[src/rtl/flit_pkg.sv]
// Shared flit framing definitions, used by the link transmitter and the upstream packetizer.
package flit_pkg;

  // The flit type occupies the top FLIT_TYPE_W bits of every flit.
  localparam int FLIT_TYPE_W = 2;

  function automatic int type_lsb(input int flit_width);
    return flit_width - FLIT_TYPE_W;
  endfunction

  typedef enum logic [1:0] {
    BODY   = 2'b00,
    HEAD   = 2'b01,
    TAIL   = 2'b10,
    SINGLE = 2'b11
  } flit_type_e;

  typedef enum logic {
    ST_IDLE = 1'b0,
    ST_PKT  = 1'b1
  } link_state_e;

  function automatic logic is_start(input flit_type_e t);
    return (t == HEAD) || (t == SINGLE);
  endfunction

  function automatic logic is_end(input flit_type_e t);
    return (t == TAIL) || (t == SINGLE);
  endfunction

endpackage

[src/rtl/credit_counter.sv]
// Tracks receiver buffer credits: one spent per sent flit, one restored per return pulse.
module credit_counter #(
  parameter int credit_max   = 8,
  parameter int credit_width = 8
) (
  input  logic                    clk,
  input  logic                    rst,
  input  logic                    spend,
  input  logic                    credit_return,
  output logic [credit_width-1:0] credits,
  output logic                    can_send,
  output logic                    credit_err
);

  localparam logic [credit_width-1:0] MAX = credit_width'(credit_max);

  assign can_send = (credits != '0);

  // A return while already full means the receiver lost count; keep the count and flag it.
  always_ff @(posedge clk) begin
    if (!rst) begin
      credits    <= MAX;
      credit_err <= 1'b0;
    end else if (spend && !credit_return) begin
      credits <= credits - 1'b1;
    end else if (!spend && credit_return) begin
      if (credits == MAX) credit_err <= 1'b1;
      else                credits    <= credits + 1'b1;
    end
  end

endmodule

[src/rtl/flit_link_tx.sv]
// Credit-based flit link transmitter: pulls framed flits from a show-ahead FIFO and drives them onto the link.
module flit_link_tx
  import flit_pkg::*;
#(
  parameter int flit_width   = 64,
  parameter int credit_max   = 8,
  parameter int credit_width = 8
) (
  input  logic                    clk,
  input  logic                    rst,
  input  logic [flit_width-1:0]   fifo_out,
  input  logic                    fifo_empty,
  output logic                    fifo_consume,
  input  logic                    link_en,
  input  logic                    credit_return,
  output logic [flit_width-1:0]   link_data,
  output logic                    link_valid,
  output logic [credit_width-1:0] credits,
  output logic [15:0]             pkt_count,
  output logic                    proto_err,
  output logic                    credit_err,
  output link_state_e             state_dbg
);

  link_state_e state, state_next;
  flit_type_e  ftype;
  logic        can_send;
  logic        send;
  logic        discard;

  assign ftype     = flit_type_e'(fifo_out[flit_width-1 -: FLIT_TYPE_W]);
  assign state_dbg = state;

  credit_counter #(
    .credit_max   (credit_max),
    .credit_width (credit_width)
  ) u_credit (
    .clk           (clk),
    .rst           (rst),
    .spend         (send),
    .credit_return (credit_return),
    .credits       (credits),
    .can_send      (can_send),
    .credit_err    (credit_err)
  );

  always_ff @(posedge clk) begin
    if (!rst) state <= ST_IDLE;
    else      state <= state_next;
  end

  always_comb begin
    state_next = state;
    if (send) begin
      unique case (state)
        ST_IDLE: if (ftype == HEAD) state_next = ST_PKT;
        ST_PKT:  if (is_end(ftype)) state_next = ST_IDLE;
        default: state_next = ST_IDLE;
      endcase
    end
  end

  // Outside a packet only a start flit may go; anything else is dropped so the link stays framed.
  always_comb begin
    send    = 1'b0;
    discard = 1'b0;
    if (rst && !fifo_empty) begin
      unique case (state)
        ST_IDLE: begin
          if (is_start(ftype)) send    = link_en && can_send;
          else                 discard = 1'b1;
        end
        ST_PKT:  send = can_send;
        default: send = 1'b0;
      endcase
    end
    fifo_consume = send || discard;
  end

  always_ff @(posedge clk) begin
    if (!rst) begin
      link_data  <= '0;
      link_valid <= 1'b0;
      pkt_count  <= '0;
      proto_err  <= 1'b0;
    end else begin
      link_valid <= send;
      if (send) link_data <= fifo_out;
      if (send && is_end(ftype)) pkt_count <= pkt_count + 16'd1;
      if (discard || (send && state == ST_PKT && ftype == HEAD)) proto_err <= 1'b1;
    end
  end

endmodule

[config.mk]
export PLATFORM = sky130hd
export DESIGN_NAME = flit_link_tx
export DESIGN_NICKNAME = d
export VERILOG_FILES = /design/src/rtl/flit_pkg.sv /design/src/rtl/credit_counter.sv /design/src/rtl/flit_link_tx.sv
export SDC_FILE = /design/constraint.sdc
export NUM_CORES = 1
export LEC_CHECK = 0
export BUFFER_PORTS_ARGS = -buffer_cell sky130_fd_sc_hd__buf_2
export CAP_MARGIN = 10
export CORE_MARGIN = 2
export CORE_UTILIZATION = 42
export DETAILED_ROUTE_END_ITERATION = 8
export PLACE_DENSITY = 0.75
export SETUP_SLACK_MARGIN = 0.2
export SYNTH_ARGS = -nofsm -noshare
export SYNTH_HDL_FRONTEND = slang
export SYNTH_SLANG_ARGS = --single-unit
[constraint.sdc]
create_clock -name clk -period 3.1 [get_ports clk]
set_input_delay 0.465 -clock clk [delete_from_list [all_inputs] [get_ports clk]]
set_output_delay 0.465 -clock clk [all_outputs]
set_load 0.01 [all_outputs]
==> results of run 1 <==
## worst max-delay path by stage
stage	slack (ns)	endpoint	depth (start not counted)
2_1_floorplan	0.22	u_credit.credits[7]	13
3_3_place_gp	0.38	u_credit.credits[7]	12
3_5_place_dp	0.33	u_credit.credits[7]	11
4_1_cts	0.29	u_credit.credits[7]	11
5_1_grt	0.21	u_credit.credits[7]	11
6_report	0.39	u_credit.credits[7]	11
## final cells by class
class	instances	area, um2	share of cell area
sequential	92	1840	0.377
multi-input combinational	327	1770	0.362
timing repair buffer	166	856	0.175
tap	108	135	0.0276
clock buffer	11	131	0.0269
clock inverter	5	109	0.0223
inverter	12	45.0	0.00921
## synthesized netlist by cell type (all sizes together)
cell type	number	share of area
a211oi	2	0.0054
a21o	1	0.0020
a21oi	84	0.11
a41oi	1	0.0024
and3	4	0.0068
and4	1	0.0024
buf	9	0.015
clkbuf	18	0.018
dfxtp	92	0.50
fa	1	0.0054
ha	9	0.031
inv	12	0.012
mux2i	2	0.0054
nand2	146	0.15
nand2b	4	0.0068
nand3	5	0.0081
nand4	6	0.012
nor2	14	0.015
nor2b	1	0.0017
nor3	4	0.0068
nor3b	1	0.0020
nor4	1	0.0034
o2111ai	1	0.0024
o211ai	4	0.0081
o21a	1	0.0020
o21ai	11	0.016
o31a	1	0.0024
o31ai	2	0.0041
or2	1	0.0017
or3	6	0.010
or4	4	0.0081
xnor2	3	0.0071
xor2	6	0.014
## registers in the layout, summed over array words and instances (netlist names)
name                 count
link_data               64
pkt_count               16
state_dbg                1
link_valid               1
u_credit.credits         8
proto_err                1
u_credit.credit_err      1
## kinds of logic after synthesis
group | share of synthesized area
AO/OA/AOI/OAI | 0.159
AND/OR/NAND/NOR | 0.233
flip-flops | 0.499
XOR/XNOR | 0.0214
multiplexers | 0.00543
adder cells (fa/ha/maj) | 0.0360
buffers and inverters | 0.0458
## per-stage QoR
step                      setup slack [ns]  total power, W  instance area (um2)   util
after floorplan                      0.224         0.00162                 3770      -
after global placement               0.385         0.00179                 4630  0.536
after detailed placement             0.327         0.00181                 4630  0.536
after CTS                            0.292         0.00277                 4870  0.564
after global routing                 0.212         0.00289                 4890  0.566
final                                0.394         0.00274                 4890  0.566
## layer usage
metal | track usage | vias to the layer above | wire, um
met3 | 0.0489 | 26 | 672
met2 | 0.321 | 142 | 4700
met5 | 0 | - | 0
met4 | 0.100 | 0 | 297
met1 | 0.236 | 1654 | 3870
li1 | - | 1826 | -
## power breakdown
group          leakage [nW]  internal [W]  switching (W)
clock network         0.116      0.000542       0.000412
registers             0.745       0.00124      0.0000661
logic                  1.31      0.000204       0.000276
total                  2.17       0.00199       0.000755
## critical path, stage by stage (launching register included)
cell and delay (ns):
sky130_fd_sc_hd__dfxtp_2 0.36, sky130_fd_sc_hd__nor4_4 0.32, sky130_fd_sc_hd__nand2_2 0.12, sky130_fd_sc_hd__o21ai_4 0.16
sky130_fd_sc_hd__inv_2 0.06, sky130_fd_sc_hd__ha_4 0.22, sky130_fd_sc_hd__ha_4 0.24, sky130_fd_sc_hd__o211ai_1 0.18
sky130_fd_sc_hd__o211ai_1 0.14, sky130_fd_sc_hd__and3_1 0.21, sky130_fd_sc_hd__or4_1 0.46, sky130_fd_sc_hd__a21oi_1 0.14
==> flow_summary.html, run 1 <==
<table>
<tr><th>Metric</th><th>Value</th></tr>
<tr><th colspan="2">Run status</th></tr>
<tr><td>Outcome</td><td>completed</td></tr>
<tr><th colspan="2">Logic synthesis</th></tr>
<tr><td>Yosys cell types</td><td>43</td></tr>
<tr><td>Cells after synthesis</td><td>458</td></tr>
<tr><td>Synthesized net count</td><td>537</td></tr>
<tr><td>Area of the mapped netlist</td><td>3690 um2</td></tr>
<tr><td>Per-instance average area after synthesis</td><td>8.05 um2</td></tr>
<tr><td>Sequential fraction of the synthesis area</td><td>0.499</td></tr>
<tr><td>Flop and latch count out of synthesis</td><td>92</td></tr>
<tr><td>Total of warnings raised by yosys</td><td>0</td></tr>
<tr><th colspan="2">Cells and area</th></tr>
<tr><td>Nets@finish</td><td>687</td></tr>
<tr><td>Leading cell type in the layout, fill and taps excluded</td><td>sky130_fd_sc_hd__buf_2</td></tr>
<tr><td>Growth of design area from synthesis to finish</td><td>32.5%</td></tr>
<tr><td>Ant. Diodes</td><td>0</td></tr>
<tr><td>Fraction of final layout cells sized beyond drive strength 1</td><td>0.325</td></tr>
<tr><td>Post-route insts no fill</td><td>721</td></tr>
<tr><td>Top library cells by usage in the layout, fill and taps aside</td><td>sky130_fd_sc_hd__buf_2 (161), sky130_fd_sc_hd__nand2_1 (145), sky130_fd_sc_hd__dfxtp_1 (90), sky130_fd_sc_hd__a21oi_1 (83), sky130_fd_sc_hd__nor2_1 (13)</td></tr>
<tr><td>FILL cells</td><td>818</td></tr>
<tr><th colspan="2">Critical path</th></tr>
<tr><td>Class of the most critical setup path</td><td>register to register</td></tr>
<tr><td>Setup slack of the worst register-to-register path</td><td>0.39 ns</td></tr>
<tr><td>Sort of element at the end of the critical path</td><td>register</td></tr>
<tr><td>FF-to-FF End</td><td>u_credit.credits[7]</td></tr>
<tr><td>Start point of the critical path</td><td>u_credit.credits[6]</td></tr>
<tr><td>Reg-to-Reg Start</td><td>u_credit.credits[6]</td></tr>
<tr><td>Worst R2R Path Depth</td><td>11</td></tr>
<tr><td>Type of origin of the critical path</td><td>register</td></tr>
<tr><td>Arrival time at the worst endpoint</td><td>2.98 ns</td></tr>
<tr><td>Worst-path fanout max</td><td>10</td></tr>
<tr><td>Data required time at the worst endpoint</td><td>3.38 ns</td></tr>
<tr><th colspan="2">Clocking</th></tr>
<tr><td>Number of buffers created by CTS</td><td>9</td></tr>
<tr><td>Maximum level of the CTS H-tree</td><td>3</td></tr>
<tr><td>Hold-fix buffer count after cts</td><td>0</td></tr>
<tr><td>Post-CTS setup-driven buffer insertion count</td><td>0</td></tr>
<tr><td>Buffer cell driving the clock tree root</td><td>sky130_fd_sc_hd__clkbuf_8</td></tr>
<tr><td>Clock slew at the register clock pins of the worst setup and hold paths</td><td>0.09 ns</td></tr>
<tr><td>CTS tree</td><td>yes</td></tr>
<tr><td>Insertion delay of the later-clocked pin in the worst-skew pair</td><td>0.35 ns</td></tr>
<tr><td># clock sinks</td><td>92</td></tr>
<tr><td>Clk buf depth</td><td>2</td></tr>
<tr><td>Resize count post-CTS</td><td>0</td></tr>
<tr><th colspan="2">STA</th></tr>
<tr><td>Setup tns final</td><td>0 ns</td></tr>
<tr><td>Clock period minus final worst setup slack</td><td>2.71 ns</td></tr>
<tr><td>Tightest slew margin relative to the limit</td><td>0.486</td></tr>
<tr><td>Final Hold Fails</td><td>0</td></tr>
<tr><td>Number of slew-limit violations in the final report</td><td>0</td></tr>
<tr><td>Setup violations, final</td><td>0</td></tr>
<tr><td>Max Clock Freq</td><td>370 MHz</td></tr>
<tr><td>Final worst path period share</td><td>0.873</td></tr>
<tr><td>Setup repair after global routing missed its margin</td><td>no</td></tr>
<tr><td>Final worst clock skew</td><td>0.0153 ns</td></tr>
<tr><td>Final hold slack</td><td>0.335 ns</td></tr>
<tr><td>Least-Margin Pin Slew</td><td>0.771 ns</td></tr>
<tr><th colspan="2">Global routing</th></tr>
<tr><td>Via count of the first global-routing pass</td><td>3,267</td></tr>
<tr><td>Gr ovfl total</td><td>0</td></tr>
<tr><td>First-pass GRT wire length</td><td>15,300 um</td></tr>
<tr><td>Maximum number of pins on one net before global-route repair</td><td>75</td></tr>
<tr><td>Initial antenna violation count</td><td>0</td></tr>
<tr><td>Overall global routing resource usage</td><td>0.195</td></tr>
<tr><th colspan="2">Floorplanning</th></tr>
<tr><td>Height of the chip</td><td>97.7 um</td></tr>
<tr><td>Area of the die</td><td>9550 um2</td></tr>
<tr><td>Initial cell density of the core</td><td>0.427</td></tr>
<tr><td>Number of core rows</td><td>34</td></tr>
<tr><td>Die width</td><td>97.7 um</td></tr>
<tr><td>Core Box Area</td><td>8640 um2</td></tr>
<tr><td>Boundary Pins</td><td>162</td></tr>
<tr><th colspan="2">Power</th></tr>
<tr><td>Worst IR Drop VDD</td><td>235 uV</td></tr>
<tr><td>Total power divided by cell area</td><td>561 nW/um2</td></tr>
<tr><td>Leakage power total</td><td>2.17 nW</td></tr>
<tr><th colspan="2">Detailed routing</th></tr>
<tr><td>Total iterations of the first detailed-routing run</td><td>4</td></tr>
<tr><td>Number of DRC violations after detailed-routing iteration 0</td><td>223</td></tr>
<tr><td>Routed WL per cell</td><td>13.2 um</td></tr>
<tr><td>Routed WL</td><td>9540 um</td></tr>
<tr><td>Number of antenna-violating nets in the routed design</td><td>0</td></tr>
<tr><td>Remaining routing DRC violations</td><td>0</td></tr>
<tr><td>Vias after detailed routing</td><td>3,648</td></tr>
<tr><td>Ratio of routed vias to standard cells</td><td>5.06</td></tr>
<tr><th colspan="2">Worst hold path</th></tr>
<tr><td>Hold-critical path endpoint</td><td>link_data[48]</td></tr>
<tr><td>Cell depth of the worst min-delay path</td><td>3</td></tr>
<tr><td>Worst hold path type</td><td>input port to register</td></tr>
<tr><td>Hold path startpoint</td><td>fifo_out[48]</td></tr>
<tr><th colspan="2">Placed design</th></tr>
<tr><td>Placed wire-length estimate</td><td>6790 um</td></tr>
<tr><td>Routability congestion estimate</td><td>0.900</td></tr>
<tr><td>Input/output buffers</td><td>161</td></tr>
<tr><td>Number of placed instances with taps included</td><td>705</td></tr>
<tr><th colspan="2">Flow run</th></tr>
<tr><td>Maximum Capacitance Violations</td><td>0</td></tr>
</table>
Power figures use the tool's default switching activity.
==> run 2, diff against run 1 <==
ABC_AREA = 1   (was default)
CORE_UTILIZATION = 44   (was 42)
PLACE_DENSITY = 0.77   (was 0.75)
==> flow_summary.html, run 2 <==
<table>
<tr><th>Metric</th><th>Value</th></tr>
<tr><th colspan="2">Global routing</th></tr>
<tr><td>First-pass GRT wire length</td><td>16,200 um (+6.1%)</td></tr>
<tr><td>Overall global routing resource usage</td><td>0.198 (+0.00265)</td></tr>
<tr><td>Initial antenna violation count</td><td>0 (unchanged)</td></tr>
<tr><td>Via count of the first global-routing pass</td><td>3,614 (+11%)</td></tr>
<tr><td>Maximum number of pins on one net before global-route repair</td><td>70 (-6.7%)</td></tr>
<tr><td>Gr ovfl total</td><td>0 (unchanged)</td></tr>
<tr><th colspan="2">STA</th></tr>
<tr><td>Final worst path period share</td><td>0.798 (-0.0747)</td></tr>
<tr><td>Final Hold Fails</td><td>0 (unchanged)</td></tr>
<tr><td>Tightest slew margin relative to the limit</td><td>0.555 (+0.0688)</td></tr>
<tr><td>Final worst clock skew</td><td>0.0182 ns (+0.00293 ns)</td></tr>
<tr><td>Least-Margin Pin Slew</td><td>0.668 ns (-0.103 ns)</td></tr>
<tr><td>Final hold slack</td><td>0.351 ns (+0.0150 ns)</td></tr>
<tr><td>Setup repair after global routing missed its margin</td><td>no</td></tr>
<tr><td>Number of slew-limit violations in the final report</td><td>0 (unchanged)</td></tr>
<tr><td>Setup tns final</td><td>0 ns (unchanged)</td></tr>
<tr><td>Clock period minus final worst setup slack</td><td>2.47 ns (-0.231 ns)</td></tr>
<tr><td>Setup violations, final</td><td>0 (unchanged)</td></tr>
<tr><td>Max Clock Freq</td><td>404 MHz (+9.4%)</td></tr>
<tr><td>Least setup slack across all paths after layout</td><td>0.626 ns (+0.231 ns)</td></tr>
<tr><th colspan="2">Logic synthesis</th></tr>
<tr><td>Synthesized net count</td><td>622 (+16%)</td></tr>
<tr><td>Area share of the leading cell type in the synthesized netlist</td><td>0.461 (-0.0386)</td></tr>
<tr><td>Ys async rst share</td><td>0 (unchanged)</td></tr>
<tr><td>Area of the mapped netlist</td><td>4000 um2 (+8.4%)</td></tr>
<tr><td>Most common cell in the netlist</td><td>sky130_fd_sc_hd__nor2_1</td></tr>
<tr><td>Number of flops mapped to enable cells by yosys</td><td>0 (unchanged)</td></tr>
<tr><td>Commonest cells in the netlist</td><td>sky130_fd_sc_hd__nor2_1 (153), sky130_fd_sc_hd__dfxtp_1 (92), sky130_fd_sc_hd__nand2_1 (81), sky130_fd_sc_hd__o21ai_0 (46), sky130_fd_sc_hd__a21oi_1 (32)</td></tr>
<tr><td>Total of warnings raised by yosys</td><td>0 (unchanged)</td></tr>
<tr><td>Cell taking the most area after synthesis</td><td>sky130_fd_sc_hd__dfxtp_1</td></tr>
<tr><td>Cells after synthesis</td><td>543 (+19%)</td></tr>
<tr><td>Largest cells by area after synthesis</td><td>sky130_fd_sc_hd__dfxtp_1 (46%), sky130_fd_sc_hd__nor2_1 (14%), sky130_fd_sc_hd__nand2_1 (7.6%), sky130_fd_sc_hd__o21ai_0 (5.8%), sky130_fd_sc_hd__a21oi_1 (4.0%)</td></tr>
<tr><td>Sequential fraction of the synthesis area</td><td>0.461 (-0.0386)</td></tr>
<tr><td>Per-instance average area after synthesis</td><td>7.36 um2 (-8.6%)</td></tr>
<tr><td>Flop and latch count out of synthesis</td><td>92 (unchanged)</td></tr>
<tr><td>Most used DFF post-synth</td><td>sky130_fd_sc_hd__dfxtp_1</td></tr>
<tr><td>Yosys cell types</td><td>25 (-42%)</td></tr>
<tr><th colspan="2">Power</th></tr>
<tr><td>Combinational cell fraction of total power</td><td>0.175 (about the same)</td></tr>
<tr><td>Sw frac</td><td>0.276 (+0.00106)</td></tr>
<tr><td>Net switching power figure</td><td>0.000772 W (+2.3%)</td></tr>
<tr><td>Total power divided by cell area</td><td>554 nW/um2 (-1.2%)</td></tr>
<tr><td>Worst IR Drop VDD</td><td>247 uV (+5.2%)</td></tr>
<tr><td>Leakage power total</td><td>2.38 nW (+9.6%)</td></tr>
<tr><td>Share of total power in the clock network</td><td>0.354 (+0.006)</td></tr>
<tr><td>Sequential cell fraction of total power</td><td>0.471 (-0.006)</td></tr>
<tr><td>Internal power component</td><td>0.00202 W (+1.8%)</td></tr>
<tr><th colspan="2">Placed design</th></tr>
<tr><td>Routability congestion estimate</td><td>0.873 (-2.9%)</td></tr>
<tr><td>Setup WS pre-CTS</td><td>0.493 ns (+0.166 ns)</td></tr>
<tr><td>Input/output buffers</td><td>161 (unchanged)</td></tr>
<tr><td>Placed wire-length estimate</td><td>7150 um (+5.4%)</td></tr>
<tr><th colspan="2">Clocking</th></tr>
<tr><td>Clk buf depth</td><td>2 (unchanged)</td></tr>
<tr><td>Clock slew at the register clock pins of the worst setup and hold paths</td><td>0.10 ns (about the same)</td></tr>
<tr><td>Buffer cell driving the clock tree root</td><td>sky130_fd_sc_hd__clkbuf_8</td></tr>
<tr><td>Maximum level of the CTS H-tree</td><td>3 (unchanged)</td></tr>
<tr><td>Hold-fix buffer count after cts</td><td>0 (unchanged)</td></tr>
<tr><td># clock sinks</td><td>92 (unchanged)</td></tr>
<tr><td>Number of buffers created by CTS</td><td>9 (unchanged)</td></tr>
<tr><td>Post-CTS setup-driven buffer insertion count</td><td>0 (unchanged)</td></tr>
<tr><td>Resize count post-CTS</td><td>0 (unchanged)</td></tr>
<tr><td>Insertion delay of the later-clocked pin in the worst-skew pair</td><td>0.35 ns (about the same)</td></tr>
<tr><td>CTS tree</td><td>yes</td></tr>
<tr><th colspan="2">Cells and area</th></tr>
<tr><td>Register with the highest flop count</td><td>link_data</td></tr>
<tr><td>Nets@finish</td><td>773 (+13%)</td></tr>
<tr><td>Fraction of final layout cells sized beyond drive strength 1</td><td>0.276 (-0.0485)</td></tr>
<tr><td>Largest registers</td><td>link_data: 64 flops, pkt_count: 16 flops, u_credit.credits: 8 flops</td></tr>
<tr><td>Leading cell type in the layout, fill and taps excluded</td><td>sky130_fd_sc_hd__buf_2</td></tr>
<tr><td>Final core utilization</td><td>0.576 (+0.00975)</td></tr>
<tr><td>Growth of design area from synthesis to finish</td><td>26.2%</td></tr>
<tr><td>Flip-flop count of the largest register after layout</td><td>64 (unchanged)</td></tr>
<tr><td>Top library cells by usage in the layout, fill and taps aside</td><td>sky130_fd_sc_hd__buf_2 (161), sky130_fd_sc_hd__nor2_1 (153), sky130_fd_sc_hd__dfxtp_1 (92), sky130_fd_sc_hd__nand2_1 (81), sky130_fd_sc_hd__o21ai_0 (46)</td></tr>
<tr><td>Ant. Diodes</td><td>0 (unchanged)</td></tr>
<tr><td>FILL cells</td><td>807 (-1.3%)</td></tr>
<tr><th colspan="2">Floorplanning</th></tr>
<tr><td>Die width</td><td>99.3 um (+1.6%)</td></tr>
<tr><td>Height of the chip</td><td>99.3 um (+1.6%)</td></tr>
<tr><td>Core Box Area</td><td>8760 um2 (+1.5%)</td></tr>
<tr><td>Initial cell density of the core</td><td>0.456 (+0.0290)</td></tr>
<tr><td>Boundary Pins</td><td>162 (unchanged)</td></tr>
<tr><td>Number of core rows</td><td>34 (unchanged)</td></tr>
<tr><td>Area of the die</td><td>9860 um2 (+3.3%)</td></tr>
<tr><th colspan="2">Detailed routing</th></tr>
<tr><td>Vias after detailed routing</td><td>3,913 (+7.3%)</td></tr>
<tr><td>Number of DRC violations after detailed-routing iteration 0</td><td>86 (-61%)</td></tr>
<tr><td>Routed WL</td><td>9850 um (+3.3%)</td></tr>
<tr><td>Remaining routing DRC violations</td><td>0 (unchanged)</td></tr>
<tr><td>Number of antenna-violating nets in the routed design</td><td>0 (unchanged)</td></tr>
<tr><td>Routed WL per cell</td><td>12.2 um (-7.7%)</td></tr>
<tr><td>Total iterations of the first detailed-routing run</td><td>4 (unchanged)</td></tr>
<tr><td>Ratio of routed vias to standard cells</td><td>4.85 (-4.2%)</td></tr>
<tr><th colspan="2">Critical path</th></tr>
<tr><td>Arrival time at the worst endpoint</td><td>2.01 ns (-0.97 ns)</td></tr>
<tr><td>Data required time at the worst endpoint</td><td>2.63 ns (-0.75 ns)</td></tr>
<tr><td>Worst-path fanout max</td><td>67 (+57)</td></tr>
<tr><td>Class of the most critical setup path</td><td>register to output port</td></tr>
<tr><td>Type of origin of the critical path</td><td>register</td></tr>
<tr><td>Worst R2R Path Depth</td><td>12 (+1)</td></tr>
<tr><td>Sort of element at the end of the critical path</td><td>output port</td></tr>
<tr><th colspan="2">Flow run</th></tr>
<tr><td>Maximum Capacitance Violations</td><td>0 (unchanged)</td></tr>
<tr><th colspan="2">Worst hold path</th></tr>
<tr><td>Cell depth of the worst min-delay path</td><td>3 (unchanged)</td></tr>
<tr><td>Worst hold path type</td><td>input port to register</td></tr>
<tr><th colspan="2">Run status</th></tr>
<tr><td>Outcome</td><td>completed</td></tr>
</table>
==> run 2: cell types whose count changed in the layout (fill, tap and decap cells not counted), sizes merged, moves of 6 or more <==
cell	change
o21ai	+61
nand2	-64
inv	+23
a21oi	-52
nor2	+141
or3	-6
nand3	+11
==> run 2: area by class of cell <==
cell class,instances,area [um2],share of cell area
Inverter,34,128,0.0253
Clock buffer,10,138,0.0273
Sequential cell,92,1840,0.365
Clock inverter,6,116,0.0231
Timing Repair Buffer,166,843,0.167
Tap cell,108,135,0.0268
Multi-Input combinational cell,391,1840,0.365
==> run 2: layer usage <==
| layer | GRT usage | part of all wire | vias to the layer above |
|---|---|---|---|
| met1 | 0.254 | 0.45 | 1741 |
| met4 | 0.0527 | 0.011 | 0 |
| met5 | 0 | 0 | - |
| li1 | - | - | 2024 |
| met3 | 0.0351 | 0.071 | 13 |
| met2 | 0.343 | 0.47 | 135 |
==> run 2: worst max-delay path, cell delays in order, from the launching register on <==
cell                      delay (ns)
sky130_fd_sc_hd__dfxtp_1        0.36
sky130_fd_sc_hd__nor2_1         0.15
sky130_fd_sc_hd__nand4_1        0.22
sky130_fd_sc_hd__nand2_2        0.15
sky130_fd_sc_hd__buf_4          0.50
sky130_fd_sc_hd__nand2_1        0.10
sky130_fd_sc_hd__buf_2          0.17
==> run 2: stage by stage <==
| stage | std cells | power [W] | area [um2] |
|---|---|---|---|
| 4_1_cts | 807 | 0.00283 | 5050 |
| 6_report | 807 | 0.00280 | 5050 |
| 5_1_grt | 807 | 0.00295 | 5050 |
| 2_1_floorplan | 543 | 0.00165 | 4000 |
| 3_5_place_dp | 791 | 0.00183 | 4790 |
| 3_3_place_gp | 791 | 0.00182 | 4790 |
==> run 2: kinds of logic after synthesis <==
group           Yosys count  synth area share
fa+ha+maj                10            0.0332
compound gates          104             0.131
flops                    92             0.461
simple gates            262             0.264
buf+inv                  60            0.0779
xor+xnor                 15            0.0329
==> run 2: path summary, 6_finish.rpt <==
kind                            slack, ns                 from                   to
worst max register to register       0.68  u_credit.credits[0]  u_credit.credits[7]
worst min-delay path                 0.35         fifo_out[61]        link_data[61]
worst min register to register       0.46  u_credit.credit_err  u_credit.credit_err
worst max-delay path                 0.63  u_credit.credits[0]         fifo_consume
==> run 2: power by group through the flow <==
stage	logic (W)	clock network, W	registers (W)
5_1_grt	0.000555	0.00107	0.00133
3_5_place_dp	0.000488	0	0.00135
2_1_floorplan	0.000280	0	0.00137
6_report	0.000488	0.000991	0.00132
4_1_cts	0.000490	0.00102	0.00132
3_3_place_gp	0.000478	0	0.00134
